File: src/rtl/ioctl_upload_reader_if.sv
`default_nettype none
// ============================================================================
//  Module      : ioctl_upload_reader_if
//  Description : Bundles the ioctl upload handshake (host side) and the
//                sdram toggle-handshake port used by ioctl_upload_reader.
//                master = the reader itself, slave = host + sdram side.
//  Signals     : ioctl_upload / ioctl_rd        host session and byte strobe
//                ioctl_din / ioctl_ready        byte presented to the host
//                byte_cnt / done / overrun      session status
//                mem_req / mem_a                toggle request and word address
//                mem_ack / mem_q                toggle acknowledge and read data
//  Revision    : 1.0 - initial release
// ============================================================================
interface ioctl_upload_reader_if #(
    parameter int ADDR_W = 23
);
    logic              ioctl_upload;
    logic              ioctl_rd;
    logic [7:0]        ioctl_din;
    logic              ioctl_ready;
    logic [24:0]       byte_cnt;
    logic              done;
    logic              overrun;
    logic              mem_req;
    logic              mem_ack;
    logic [ADDR_W-1:0] mem_a;
    logic [15:0]       mem_q;

    modport master (
        input  ioctl_upload, ioctl_rd, mem_ack, mem_q,
        output ioctl_din, ioctl_ready, byte_cnt, done, overrun, mem_req, mem_a
    );

    modport slave (
        output ioctl_upload, ioctl_rd, mem_ack, mem_q,
        input  ioctl_din, ioctl_ready, byte_cnt, done, overrun, mem_req, mem_a
    );
endinterface
`default_nettype wire

File: src/rtl/ioctl_upload_reader.sv
`default_nettype none
// ============================================================================
//  Module      : ioctl_upload_reader
//  Description : Reads LEN bytes starting at SDRAM word address BASE and
//                serves them to the host over the ioctl upload interface,
//                one byte per host read strobe. Each 16-bit word is fetched
//                once; the even byte comes from the low lane, the odd byte
//                from the high lane.
//  Ports       : clk_sys  system clock
//                reset    asynchronous active-high reset
//                bus      ioctl_upload_reader_if.master
//                         (ioctl_upload, ioctl_rd, ioctl_din, ioctl_ready,
//                          byte_cnt, done, overrun, mem_req, mem_ack,
//                          mem_a, mem_q)
//  Revision    : 1.0 - initial release
// ============================================================================
module ioctl_upload_reader #(
    parameter int                ADDR_W = 23,
    parameter logic [ADDR_W-1:0] BASE   = '0,
    parameter logic [24:0]       LEN    = 25'h28200
) (
    input  wire logic             clk_sys,
    input  wire logic             reset,
    ioctl_upload_reader_if.master bus
);

    localparam logic [2:0] c_st_idle  = 3'd0;
    localparam logic [2:0] c_st_fetch = 3'd1;
    localparam logic [2:0] c_st_ready = 3'd2;
    localparam logic [2:0] c_st_done  = 3'd3;
    localparam logic [2:0] c_st_abort = 3'd4;

    localparam logic [24:0] c_last = LEN - 25'd1;

    logic [2:0]        r_state;
    logic              r_primed;
    logic              r_upload_q;
    logic              r_upload_qq;
    logic              r_rd_q;
    logic              r_rd_qq;
    logic              r_start_pending;
    logic              r_mem_req;
    logic [ADDR_W-1:0] r_mem_a;
    logic [24:0]       r_byte_cnt;
    logic              r_done;
    logic              r_overrun;
    logic [15:0]       r_buf;

    logic              w_upload_rise;
    logic              w_upload_fall;
    logic              w_rd_rise;
    logic              w_mem_idle;
    logic [7:0]        w_din;

    // ------------------------------------------------------------------------
    // Input registers. The first cycle after reset loads both history stages
    // with the live input, so a level that was already high when reset was
    // released is not mistaken for a rising edge (a host holding
    // ioctl_upload high across reset does not start a session).
    // ------------------------------------------------------------------------
    always_ff @(posedge clk_sys or posedge reset) begin
        if (reset) begin
            r_primed    <= 1'b0;
            r_upload_q  <= 1'b0;
            r_upload_qq <= 1'b0;
            r_rd_q      <= 1'b0;
            r_rd_qq     <= 1'b0;
        end else if (!r_primed) begin
            r_primed    <= 1'b1;
            r_upload_q  <= bus.ioctl_upload;
            r_upload_qq <= bus.ioctl_upload;
            r_rd_q      <= bus.ioctl_rd;
            r_rd_qq     <= bus.ioctl_rd;
        end else begin
            r_upload_q  <= bus.ioctl_upload;
            r_upload_qq <= r_upload_q;
            r_rd_q      <= bus.ioctl_rd;
            r_rd_qq     <= r_rd_q;
        end
    end

    assign w_upload_rise = r_upload_q & ~r_upload_qq;
    assign w_upload_fall = ~r_upload_q & r_upload_qq;
    assign w_rd_rise     = r_rd_q & ~r_rd_qq;

    // Toggle handshake: the port is idle (or the last read has completed)
    // whenever ack has caught up with req.
    assign w_mem_idle = (bus.mem_ack == r_mem_req);

    // ------------------------------------------------------------------------
    // Session state machine
    // ------------------------------------------------------------------------
    always_ff @(posedge clk_sys or posedge reset) begin
        if (reset) begin
            r_state         <= c_st_idle;
            r_start_pending <= 1'b0;
            r_mem_req       <= 1'b0;
            r_mem_a         <= BASE;
            r_byte_cnt      <= '0;
            r_done          <= 1'b0;
            r_overrun       <= 1'b0;
            r_buf           <= '0;
        end else if (w_upload_fall) begin
            // Session abort wins over everything, including a simultaneous
            // read strobe. done/overrun are left for the host to inspect.
            r_byte_cnt      <= '0;
            r_start_pending <= 1'b0;
            r_state         <= w_mem_idle ? c_st_idle : c_st_abort;
        end else begin
            case (r_state)
                c_st_idle: begin
                    if (w_upload_rise) begin
                        r_byte_cnt <= '0;
                        r_done     <= 1'b0;
                        r_overrun  <= 1'b0;
                        r_mem_a    <= BASE;
                        if (w_mem_idle) begin
                            r_mem_req <= ~r_mem_req;
                            r_state   <= c_st_fetch;
                        end else begin
                            // A read from a previous session is still in
                            // flight; let it drain before issuing ours.
                            r_start_pending <= 1'b1;
                            r_state         <= c_st_abort;
                        end
                    end else if (w_rd_rise) begin
                        r_overrun <= 1'b1;
                    end
                end

                c_st_fetch: begin
                    if (w_rd_rise) begin
                        r_overrun <= 1'b1;
                    end
                    if (w_mem_idle) begin
                        r_buf   <= bus.mem_q;
                        r_state <= c_st_ready;
                    end
                end

                c_st_ready: begin
                    if (w_rd_rise) begin
                        if (r_byte_cnt == c_last) begin
                            r_done  <= 1'b1;
                            r_state <= c_st_done;
                        end else begin
                            r_byte_cnt <= r_byte_cnt + 25'd1;
                            // Leaving an odd (high-lane) byte means the
                            // buffered word is used up: fetch the next one.
                            if (r_byte_cnt[0]) begin
                                r_mem_a   <= r_mem_a + 1'b1;
                                r_mem_req <= ~r_mem_req;
                                r_state   <= c_st_fetch;
                            end
                        end
                    end
                end

                c_st_done: begin
                    if (w_rd_rise) begin
                        r_overrun <= 1'b1;
                    end
                end

                c_st_abort: begin
                    if (w_upload_rise) begin
                        r_byte_cnt      <= '0;
                        r_done          <= 1'b0;
                        r_overrun       <= 1'b0;
                        r_mem_a         <= BASE;
                        r_start_pending <= 1'b1;
                    end else if (w_rd_rise) begin
                        r_overrun <= 1'b1;
                    end
                    if (w_mem_idle) begin
                        if (r_start_pending || w_upload_rise) begin
                            r_start_pending <= 1'b0;
                            r_mem_req       <= ~r_mem_req;
                            r_state         <= c_st_fetch;
                        end else begin
                            r_state <= c_st_idle;
                        end
                    end
                end

                default: begin
                    r_state <= c_st_idle;
                end
            endcase
        end
    end

    // ------------------------------------------------------------------------
    // Byte presentation
    // ------------------------------------------------------------------------
    always_comb begin
        w_din = 8'h00;
        if (r_state == c_st_ready) begin
            w_din = r_byte_cnt[0] ? r_buf[15:8] : r_buf[7:0];
        end else if (r_state == c_st_done) begin
            w_din = 8'hFF;
        end
    end

    assign bus.ioctl_din   = w_din;
    assign bus.ioctl_ready = (r_state == c_st_ready);
    assign bus.byte_cnt    = r_byte_cnt;
    assign bus.done        = r_done;
    assign bus.overrun     = r_overrun;
    assign bus.mem_req     = r_mem_req;
    assign bus.mem_a       = r_mem_a;

endmodule
`default_nettype wire

File: src/flat_wrapper.sv
// flat-port wrapper written by rule: the top's interface ports become plain ports
module ioctl_upload_reader_flat 
#(
    parameter int                ADDR_W = 23,
    parameter logic [ADDR_W-1:0] BASE   = '0,
    parameter logic [24:0]       LEN    = 25'h28200
)
  (clk_sys, reset, bus_ioctl_upload, bus_ioctl_rd, bus_mem_ack, bus_mem_q, bus_ioctl_din, bus_ioctl_ready, bus_byte_cnt, bus_done, bus_overrun, bus_mem_req, bus_mem_a);
  ioctl_upload_reader_if #(.ADDR_W(ADDR_W)) bus_i ();
  input  wire logic clk_sys;
  input  wire logic reset;
  input wire logic [$bits(bus_i.ioctl_upload)-1:0] bus_ioctl_upload;
  input wire logic [$bits(bus_i.ioctl_rd)-1:0] bus_ioctl_rd;
  input wire logic [$bits(bus_i.mem_ack)-1:0] bus_mem_ack;
  input wire logic [$bits(bus_i.mem_q)-1:0] bus_mem_q;
  output wire logic [$bits(bus_i.ioctl_din)-1:0] bus_ioctl_din;
  output wire logic [$bits(bus_i.ioctl_ready)-1:0] bus_ioctl_ready;
  output wire logic [$bits(bus_i.byte_cnt)-1:0] bus_byte_cnt;
  output wire logic [$bits(bus_i.done)-1:0] bus_done;
  output wire logic [$bits(bus_i.overrun)-1:0] bus_overrun;
  output wire logic [$bits(bus_i.mem_req)-1:0] bus_mem_req;
  output wire logic [$bits(bus_i.mem_a)-1:0] bus_mem_a;
  assign bus_i.ioctl_upload = bus_ioctl_upload;
  assign bus_i.ioctl_rd = bus_ioctl_rd;
  assign bus_i.mem_ack = bus_mem_ack;
  assign bus_i.mem_q = bus_mem_q;
  assign bus_ioctl_din = bus_i.ioctl_din;
  assign bus_ioctl_ready = bus_i.ioctl_ready;
  assign bus_byte_cnt = bus_i.byte_cnt;
  assign bus_done = bus_i.done;
  assign bus_overrun = bus_i.overrun;
  assign bus_mem_req = bus_i.mem_req;
  assign bus_mem_a = bus_i.mem_a;
  ioctl_upload_reader #(.ADDR_W(ADDR_W), .BASE(BASE), .LEN(LEN)) u_core (.clk_sys(clk_sys), .reset(reset), .bus(bus_i));
endmodule
File: config.mk
export PLATFORM = sky130hd
export DESIGN_NAME = ioctl_upload_reader_flat
export DESIGN_NICKNAME = d
export VERILOG_FILES = /design/src/rtl/ioctl_upload_reader_if.sv /design/src/rtl/ioctl_upload_reader.sv /design/src/flat_wrapper.sv
export SDC_FILE = /design/constraint.sdc
export NUM_CORES = 1
export LEC_CHECK = 0
export BUFFER_PORTS_ARGS = -buffer_cell sky130_fd_sc_hd__buf_2
export CORE_UTILIZATION = 23
export DETAILED_ROUTE_END_ITERATION = 8
export PLACE_DENSITY = 0.44
export SYNTH_ARGS = -nofsm -noshare
export SYNTH_HDL_FRONTEND = slang
export SYNTH_SLANG_ARGS = --single-unit
File: constraint.sdc
create_clock -name clk_sys -period 2.3 [get_ports clk_sys]
set_input_delay 0.115 -clock clk_sys [delete_from_list [all_inputs] [get_ports clk_sys]]
set_output_delay 0.115 -clock clk_sys [all_outputs]
set_load 0.05 [all_outputs]
* Word-level counts from Yosys, hierarchy flattened
Cells that the tools add are included.
** Storage, ports and cells
- Input bits :: 21
- Output and inout bits :: 60
- Flip-flop bits (word level) :: 76
- Logic and storage cells :: 112
** Cells by class
- Bitwise logic cells :: 8
- Muxes and demuxes :: 48
- Equal/unequal tests :: 24
- $add $sub $neg :: 2
- Reductions and logical operators :: 17
** Operators with widths (count)
- 25-bit two-way mux :: 4
- 23-bit two-way mux :: 4
- 25-bit case mux with 2 select lines :: 1
- 23-bit case mux with 2 select lines :: 1
- 3-bit two-way mux :: 9
- 25-bit by 1-bit adder with 25-bit output, second input constant :: 1
- 25-bit by 18-bit equality test with 1-bit output, second input constant :: 1
- 8-bit two-way mux :: 3
- 23-bit by 1-bit adder with 23-bit output, second input constant :: 1
- 1-bit two-way mux :: 21
- 2-bit by 1-bit != test with 1-bit output, second input constant :: 9
- 3-bit by 1-bit != test with 1-bit output, second input constant :: 5
- 3-bit case mux with 5 select lines :: 1
- 6-bit AND reduction :: 2
- 9-bit AND reduction :: 1
- 3-bit nonzero test :: 3
- 3-bit by 2-bit equality test with 1-bit output, second input constant :: 2
- 3-bit by 2-bit != test with 1-bit output, second input constant :: 2
- 1-bit case mux with 2 select lines :: 3
- 3-bit AND reduction :: 2
- 1-bit inverter :: 5
- 5-bit AND reduction :: 1
- 4-bit by 1-bit != test with 1-bit output, second input constant :: 1
- 4-bit AND reduction :: 1
- 11 further kinds :: 15

* Longest topological paths before layout
Gate-level depths: netlist of run 1.
- Word-level depth :: 7
- Gate-level depth with buffers :: 8
- Gate-level depth less buffers :: 6

* Least setup slack after synthesis of run 1
OpenSTA, ideal clock, no wires.
- Kind :: reg2reg
- Start point :: register u_core.r_byte_cnt[0], in the netlist u_core.bus.byte_cnt[0]
- End point :: register u_core.r_byte_cnt[22], in the netlist u_core.bus.byte_cnt[22]
- Data arrival time :: 2.325 ns
- Path slack :: -0.103 ns
- Buffers on the path :: 0
- Cell stages (with the launch flop) :: 7
- Clock period less this slack :: 2.403 ns
- Data required time :: 2.221 ns
- Path through :: dfrtp_1 > ha_1 > nand4_1 > nor4_2 > nand3_1 > or4_1 > a21oi_1
** Between the ends
- Word-level cells in the longest chain between the ends :: 5
- Elaborated cells on any way between the ends :: 8
- Those cells by class :: 1 x add/sub; 2 x eq/ne; 4 x mux; 1 x reduce/logical
** RTL lines
- from (decl) :: line ioctl_upload_reader.sv:44 : logic [24:0] r_byte_cnt;
- from (signal assigned) :: line ioctl_upload_reader.sv:147 : r_byte_cnt <= r_byte_cnt + 25'd1;
- 25-bit by 1-bit adder with 25-bit output :: line ioctl_upload_reader.sv:147
- 25-bit two-way mux :: line ioctl_upload_reader.sv:143 : if (r_byte_cnt == c_last) begin
- 25-bit two-way mux :: line ioctl_upload_reader.sv:142 : if (w_rd_rise) begin
- 25-bit case mux with 2 select lines :: line ioctl_upload_reader.sv:110 : case (r_state)
- 25-bit two-way mux :: line ioctl_upload_reader.sv:103 : end else if (w_upload_fall) begin
Parallel ways exist; a longest one is shown, timed or not. The select of a mux whose other input is x is not followed.
A chain may end at the register's enable or synchronous reset.

* Worst setup path after layout of run 1
- Start point :: register u_core.r_byte_cnt[1], in the netlist u_core.bus.byte_cnt[1]
- End point :: register u_core.r_mem_a[19], in the netlist u_core.bus.mem_a[19]
** Between the ends
- Word-level cells in the longest chain between the ends :: 3
** RTL lines
- 25-bit by 18-bit equality test with 1-bit output :: line ioctl_upload_reader.sv:143
- 2-bit != test (no source line)
- 6-bit AND reduction (no source line)
- to (signal assigned) :: line ioctl_upload_reader.sv:151 : r_mem_a <= r_mem_a + 1'b1;
- to (decl) :: line ioctl_upload_reader.sv:43 : logic [ADDR_W-1:0] r_mem_a;
Every way passes these cells.

==> impl_summary.log, run 1 <==
INFO  metric run_status = finished with violations
INFO  metric failed_checks = design-rule violations
INFO  metric ys_warns = 0
INFO  metric std_cell_rows = 49
INFO  metric rsz0062_at_grt = true
INFO  metric critPathCaptureType = flop
INFO  metric post-route-drc-count = 3
INFO  metric tritoncts_clock_tree = yes
INFO  metric whs = 0.00700 ns
INFO  metric area.growth.synth_to_final = 35.3%
INFO  metric reg2reg_slack = 0.08 ns
INFO  metric timing.critical_path.from_type = flop
INFO  metric wl_per_cell = 17.0 µm
INFO  metric grt_first_pass_wirelength = 23.1 mm
INFO  metric cpLargestDelayFamily = simple AND/OR/NAND/NOR gates
INFO  metric gpl.final_weighted_congestion = 0.811
INFO  metric max-clock-path-buffers = 2
INFO  metric final.setup_skew = 0.0116 ns
INFO  metric core_area = 18100 µm²
INFO  metric drt_pass_1_iters = 9
INFO  metric worst_hold_path_type = input pin to flop
INFO  metric postSynthNetCount = 478
INFO  metric globalRouteTotalUtil = 0.152
INFO  metric antenna_found_initial = 0
INFO  metric dr_total_vias = 4243
INFO  metric clock-root-buffer = clkbuf_16
INFO  metric critPathMostFrequentCell = buf_4
INFO  metric nFillCells = 1911
INFO  metric antenna-diode-count = 0
INFO  metric min_delay_worst_endpoint = u_core.r_buf[7]
INFO  metric max_cap_violations = 0
INFO  metric synth_top_area_cell = dfrtp_1
INFO  metric worst_slew_pin_slew = 0.839 ns
INFO  metric period_needed = 2.22 ns
INFO  metric power.density_cell_area = 926 nW/µm²
INFO  metric crit_path_cell_trace = ha_1, and4_1, nand2_1, nor4_2, buf_4, buf_4, or4_1, a21oi_1
INFO  metric p_total = 5.41 mW
INFO  metric ff2ff_path_depth = 8
INFO  metric timing.slew.headroom = 0.440
INFO  metric final-hold-violation-count = 0
INFO  metric utilization = 0.322
INFO  metric worst_hold_startpoint = bus_mem_q[7]
INFO  metric timing.final.max_slew_violations = 0
INFO  metric netlist.area_leader.share = 0.441
INFO  metric initial_drc_count = 300
INFO  metric synthMostInstantiatedCell = dfrtp_1
INFO  metric clk_latency = 0.35 ns
INFO  metric num_io_pins = 81
INFO  metric synth.ff_latch_count = 76
INFO  metric data_arrival_time_of_the_worst_path = 2.50 ns
INFO  metric synth-edff-count = 0
INFO  metric finalSetupTns = 0 ns
INFO  metric grt_overflow_total = 0
INFO  metric total_die_area = 19300 µm²
INFO  metric netlist_instances = 455
INFO  metric synthesis.area = 4320 µm²
INFO  metric cts.sink_count = 76
INFO  metric timing.final.setup_violations = 0
INFO  metric postSynth.topFlopCell = dfrtp_1
INFO  metric cts.clk_slew.worst_paths = 0.07 ns
INFO  metric holdPathStages = 2
INFO  metric max_freq = 450 MHz
INFO  metric ys_seq_area_frac = 0.441
INFO  metric critical_path_class = flop to flop
INFO  metric yosys-top-cells-area = dfrtp_1 (44%), mux2_2 (5.5%), nand2_1 (3.0%), nor2_1 (2.9%), nand3_1 (2.6%)
INFO  metric die_width = 139 µm
INFO  metric wirelength = 14.1 mm
INFO  metric io_buffers = 80
INFO  metric syn_area_per_cell = 9.48 µm²
INFO  metric timing.critical_path.fanout_max = 11
INFO  metric worst_ir_drop_vdd = 0.394 mV
INFO  metric post_drt_via_cell_ratio = 5.13
INFO  metric ant_nets = 0
INFO  metric yosys.cell_types.count = 61
INFO  metric cts_buffers = 9
INFO  metric start_util = 0.238
INFO  metric worst-path-buf-inv = 2
INFO  metric die_y = 139 µm
INFO  metric grt_max_degree = 38
INFO  metric worstReg2RegEnd = u_core.bus.mem_a[19]
INFO  metric first_global_vias = 4184
INFO  metric dp.final_hpwl = 10.3 mm
INFO  metric post_route_cells_drive_above_1_share = 0.323
INFO  metric critical_path.slowest_cell = or4_1
INFO  metric slowest_delay = 0.50 ns
INFO  metric htree_levels = 3
INFO  metric timing.rr.start = u_core.bus.byte_cnt[1]
INFO  metric worstPathRequired = 2.57 ns
INFO  metric layout_worst_path_cycle_share = 0.967
INFO  metric cellLeakagePower = 2.59 nW
INFO  metric post_synth_most_frequent_cells = dfrtp_1 (76), nand2_1 (35), nor2_1 (33), nand3_1 (22), mux2_2 (21)
INFO  metric synth-async-reset-ratio = 1.00
INFO  metric fin_nets = 616
## how the worst max path moves through the flow
stage | start | endpoint | slack [ns] | cells past startpoint
global placement | u_core.bus.byte_cnt[24] | u_core.bus.mem_a[21] | 0.06 | 8
global route | u_core.bus.byte_cnt[24] | u_core.bus.mem_a[21] | -0.04 | 8
finish | u_core.bus.byte_cnt[1] | u_core.bus.mem_a[19] | 0.08 | 8
detailed placement | u_core.r_state[0] | u_core.bus.byte_cnt[19] | 0.06 | 7
CTS | u_core.r_state[0] | u_core.bus.byte_cnt[19] | 0.07 | 7
floorplan | u_core.bus.byte_cnt[13] | u_core.bus.mem_a[2] | 0.01 | 7
## worst register-to-register path, stage by stage (launching register included)
cell and delay (ns):
dfrtp_2 0.45, ha_1 0.25, and4_1 0.29, nand2_1 0.14
nor4_2 0.07, buf_4 0.14, buf_4 0.16, or4_1 0.50
a21oi_1 0.16
## registers in the layout (all words and copies together), names as in the netlist
| name | flops |
|---|---|
| u_core.r_rd_q | 1 |
| u_core.bus.mem_a | 23 |
| u_core.r_primed | 1 |
| u_core.r_buf | 16 |
| u_core.bus.byte_cnt | 25 |
| u_core.bus.done | 1 |
| u_core.r_start_pending | 1 |
| u_core.r_upload_q | 1 |
| u_core.r_rd_qq | 1 |
| u_core.r_upload_qq | 1 |
| u_core.r_state | 3 |
| u_core.bus.mem_req | 1 |
| u_core.bus.overrun | 1 |
## layout by cell type (no fill, tap or decap), types with 8 or more instances in the layout
cell / Yosys / final
a211oi_1: 13 / 13
a21oi_1: 20 / 20
a22o_1: 11 / 11
a31oi_1: 8 / 8
and3_1: 8 / 8
buf_2: 9 / 80
buf_4: 0 / 53
clkbuf_16: 0 / 9
dfrtp_1: 76 / 74
dlygate4sd3_1: 0 / 18
inv_1: 17 / 16
mux2_2: 21 / 21
nand2_1: 35 / 35
nand3_1: 22 / 21
nand4_1: 16 / 16
nor2_1: 33 / 33
nor2b_1: 11 / 11
nor3_1: 14 / 13
o21ai_0: 19 / 19
## kinds of logic (layout without fill, tap and decap cells)
| logic type | count (synthesis) | in the layout | synth area share |
|---|---|---|---|
| simple gates | 178 | 178 | 0.223 |
| buf+inv | 43 | 186 | 0.0438 |
| mux | 28 | 28 | 0.0710 |
| compound gates | 123 | 123 | 0.207 |
| other cells | 1 | 1 | 0.000869 |
| fa+ha+maj | 2 | 2 | 0.00580 |
| flops | 76 | 76 | 0.441 |
| xor+xnor | 4 | 4 | 0.00812 |
## repair_timing
item                                    CTS  global route
hold buffers                             18             0
hold endpoints to repair                 41             0
gates resized for setup                   0             3
endpoints found under the setup margin    0            16
buffers inserted                          0             2
## routing by layer
layer	wire, µm	GRT usage	vias up
met3	741	0.0318	16
met2	6430	0.234	140
met1	6740	0.210	2090
met5	0	0	-
li1	-	-	1997
met4	184	0.0520	0
## where the power goes
| part | internal [mW] | leakage (nW) | switching [mW] |
|---|---|---|---|
| Sequential | 1.55 | 1.01 | 0.145 |
| Clock | 0.957 | 0.152 | 0.637 |
| Combinational | 0.819 | 1.43 | 1.30 |
| Total | 3.33 | 2.59 | 2.08 |
## cell type report
| class | instances | area [µm²] | area share |
|---|---|---|---|
| Tap cell | 229 | 287 | 0.0491 |
| Sequential cell | 76 | 1900 | 0.326 |
| Timing Repair Buffer | 153 | 1020 | 0.174 |
| Inverter | 17 | 65.1 | 0.0111 |
| Clock inverter | 7 | 97.6 | 0.0167 |
| Clock buffer | 9 | 225 | 0.0386 |
| Multi-Input combinational cell | 336 | 2240 | 0.384 |
## through the flow
step / cells / area, µm² / setup slack [ns]
3_3_place_gp: 791 / 5300 / 0.0630
2_1_floorplan: 455 / 4320 / 0.0137
4_1_cts: 825 / 5810 / 0.0661
3_5_place_dp: 791 / 5300 / 0.0628
5_1_grt: 827 / 5840 / -0.0373
6_report: 827 / 5840 / 0.0762
Note: power is estimated with default switching activity, not from simulation.
==> run 2, diff against run 1 <==
--- a/config.mk
+++ b/config.mk
@@ -6,9 +6,11 @@
 export NUM_CORES = 1
 export LEC_CHECK = 0
 export BUFFER_PORTS_ARGS = -buffer_cell sky130_fd_sc_hd__buf_2
+export CORE_ASPECT_RATIO = 1.25
 export CORE_UTILIZATION = 23
 export DETAILED_ROUTE_END_ITERATION = 8
 export PLACE_DENSITY = 0.44
+export SLEW_MARGIN = 25
 export SYNTH_ARGS = -nofsm -noshare
 export SYNTH_HDL_FRONTEND = slang
 export SYNTH_SLANG_ARGS = --single-unit
==> constraint.sdc (replaced) <==
create_clock -name clk_sys -period 2.3 [get_ports clk_sys]
set_input_delay 0.115 -clock clk_sys [delete_from_list [all_inputs] [get_ports clk_sys]]
set_output_delay 0.115 -clock clk_sys [all_outputs]
set_load 0.02 [all_outputs]
==> impl_summary.log, run 2 (synthesis gave the netlist of run 1 again) <==
INFO  metric antenna_found_initial = 0 (unchanged)
INFO  metric critical_path_class = flop to flop
INFO  metric share_comb_of_total_power = 0.368 (-0.023)
INFO  metric cts_buffers = 9 (unchanged)
INFO  metric critical_path.slowest_cell = nor4b_1
INFO  metric cts.sink_count = 76 (unchanged)
INFO  metric area.growth.synth_to_final = 34.0%
INFO  metric timing.critical_path.fanout_max = 10 (-1)
INFO  metric first_global_vias = 4162 (-0.53%)
INFO  metric period_needed = 2.19 ns (-0.0305 ns)
INFO  metric data_arrival_time_of_the_worst_path = 2.43 ns (-0.07 ns)
INFO  metric pwr-share-seq = 0.334 (+0.020)
INFO  metric wirelength = 13.9 mm (-1.6%)
INFO  metric cellLeakagePower = 2.58 nW (-0.43%)
INFO  metric final-hold-violation-count = 0 (unchanged)
INFO  metric post_drt_via_cell_ratio = 5.09 (-0.72%)
INFO  metric die_width = 125 µm (-10%)
INFO  metric wl_per_cell = 16.8 µm (-1.1%)
INFO  metric core_area = 18200 µm² (+0.49%)
INFO  metric fin_nets = 613 (-0.49%)
INFO  metric run_status = complete, no violations
INFO  metric cts.clk_slew.worst_paths = 0.07 ns (about the same)
INFO  metric initial_drc_count = 343 (+14%)
INFO  metric total_die_area = 19300 µm² (about the same)
INFO  metric worst_ir_drop_vdd = 0.416 mV (+5.5%)
INFO  metric whs = 0.00612 ns (-0.000880 ns)
INFO  metric rsz0062_at_grt = true
INFO  metric slowest_delay = 0.49 ns (about the same)
INFO  metric dp.final_hpwl = 9.96 mm (-2.9%)
INFO  metric largest_reg_flops = 25 (unchanged)
INFO  metric io_buffers = 80 (unchanged)
INFO  metric worstPathRequired = 2.54 ns (-0.03 ns)
INFO  metric drt_pass_1_iters = 7 (-2)
INFO  metric gpl.final_weighted_congestion = 0.823 (+1.5%)
INFO  metric post_route_cells_drive_above_1_share = 0.323 (about the same)
INFO  metric tritoncts_clock_tree = yes
INFO  metric globalRouteTotalUtil = 0.148 (-0.00424)
INFO  metric post-cts-setup-buffer-count = 0 (unchanged)
INFO  metric clock_power_share = 0.298 (+0.003)
INFO  metric max-clock-path-buffers = 2 (unchanged)
INFO  metric crit_path_cell_trace = nor4b_1, nand4_1, nor4_2, nor3_1, buf_4, a22o_1
INFO  metric timing.slew.headroom = 0.457 (+0.0166)
INFO  metric internal_power = 3.18 mW (-4.6%)
INFO  metric dr_total_vias = 4192 (-1.2%)
INFO  metric max_freq = 456 MHz (+1.4%)
INFO  metric final.setup_skew = 0.00837 ns (-0.00327 ns)
INFO  metric clock-root-buffer = clkbuf_16
INFO  metric layout_worst_path_cycle_share = 0.954 (-0.0133)
INFO  metric max_cap_violations = 0 (unchanged)
INFO  metric timing.critical_path.from_type = flop
INFO  metric critPathCaptureType = flop
INFO  metric layout.cells.most_common = buf_2
INFO  metric htree_levels = 3 (unchanged)
INFO  metric grt_overflow_total = 0 (unchanged)
INFO  metric post-route-drc-count = 0 (-3)
INFO  metric timing.final.setup_violations = 0 (unchanged)
INFO  metric timing.final.max_slew_violations = 0 (unchanged)
INFO  metric num_io_pins = 81 (unchanged)
INFO  metric leading_cell_types_in_the_layout_fill_and_taps_excluded = buf_2 (80), dfrtp_1 (76), buf_4 (53), nand2_1 (34), nor2_1 (33)
INFO  metric power.density_cell_area = 871 nW/µm² (-5.9%)
INFO  metric clk_latency = 0.35 ns (about the same)
INFO  metric start_util = 0.237 (-0.00116)
INFO  metric worst_hold_path_type = input pin to flop
INFO  metric die_y = 155 µm (+12%)
INFO  metric netSwitchingFraction = 0.370 (-0.0145)
INFO  metric cpLargestDelayFamily = simple AND/OR/NAND/NOR gates
INFO  metric std_cell_rows = 55 (+12%)
INFO  metric grt_first_pass_wirelength = 22.5 mm (-2.7%)
INFO  metric antenna-diode-count = 0 (unchanged)
INFO  metric worst-path-buf-inv = 1 (-1)
INFO  metric final_design_area_no_fill = 5780 µm² (-0.94%)
INFO  metric ant_nets = 0 (unchanged)
INFO  metric detailed_place.area = 5310 µm² (+0.19%)
INFO  metric grt_max_degree = 77 (+100%)
INFO  metric utilization = 0.317 (-0.00459)
INFO  metric worst_slew_pin_slew = 0.814 ns (-0.0248 ns)
INFO  metric power.switching = 1.86 mW (-10%)
## run 2: changes by cell type in the layout (fill, tap and decap cells not counted), moves of 2 or more
cell / delta
clkinv_4: +4
dlygate4sd3_1: -3
clkinv_2: -2
clkinvlp_4: -2
dfrtp_1: +2
dfrtp_2: -2
## run 2: power groups by stage
stage          clock network (mW)  logic, mW  registers [mW]
3_3_place_gp                    0       1.82            1.70
2_1_floorplan                   0       1.25            1.72
6_report                     1.50       1.85            1.68
3_5_place_dp                    0       1.84            1.71
5_1_grt                      1.59       2.05            1.71
4_1_cts                      1.54       1.86            1.68
## run 2: timing repair
| item | 4_1_cts | 5_1_grt |
|---|---|---|
| hold buffers | 14 | 1 |
| hold endpoints to repair | 89 | 1 |
| setup endpoints to repair | 0 | 10 |
| gates resized for setup | 0 | 3 |
## run 2: final timing paths
kind,depth (start not counted),to,slack (ns),from
max in group asynchronous,4,u_core.bus.byte_cnt[13],1.56,reset
max reg2reg,6,u_core.bus.mem_a[8],0.11,u_core.bus.byte_cnt[24]
max,6,u_core.bus.mem_a[8],0.11,u_core.bus.byte_cnt[24]
min,2,u_core.r_buf[8],0.006,bus_mem_q[8]
min in group asynchronous,4,u_core.r_buf[6],0.41,reset
min reg2reg,1,u_core.r_buf[3],0.50,u_core.r_buf[3]
## run 2: worst reg2reg max path, delay by kind of cell (launching register included)
family                 cells  cell delay (ns)
DFF                        1             0.40
buffers and inverters      1             0.20
and+or+nand+nor            4             1.27
AOI/OAI and AO/OA          1             0.20
## run 2: metal layers
layer	wire, µm	share of wire	up-vias	global-route usage
li1	-	-	1988	-
met4	227	0.016	0	0.0482
met3	568	0.041	15	0.0320
met2	6760	0.49	106	0.247
met1	6310	0.46	2083	0.189
met5	0	0	-	0
## run 2: per-stage QoR
| step | instances | setup TNS, ns | total power [mW] | setup WS, ns |
|---|---|---|---|---|
| floorplan | 455 | 0 | 2.97 | 0.146 |
| global placement | 792 | 0 | 3.52 | 0.108 |
| detailed placement | 792 | 0 | 3.55 | 0.0689 |
| CTS | 822 | 0 | 5.08 | 0.0609 |
| global route | 823 | -0.0962 | 5.36 | -0.0202 |
| finish | 823 | 0 | 5.04 | 0.107 |
## run 2: area by class of cell
cell class,count,area (µm²)
multi-input cells,336,2240
clock inverters,7,82.6
inverters,17,63.8
repair buffers,150,988
flip-flops and latches,76,1900
fillers,1907,12500
clock buffers,9,225
well taps,228,285
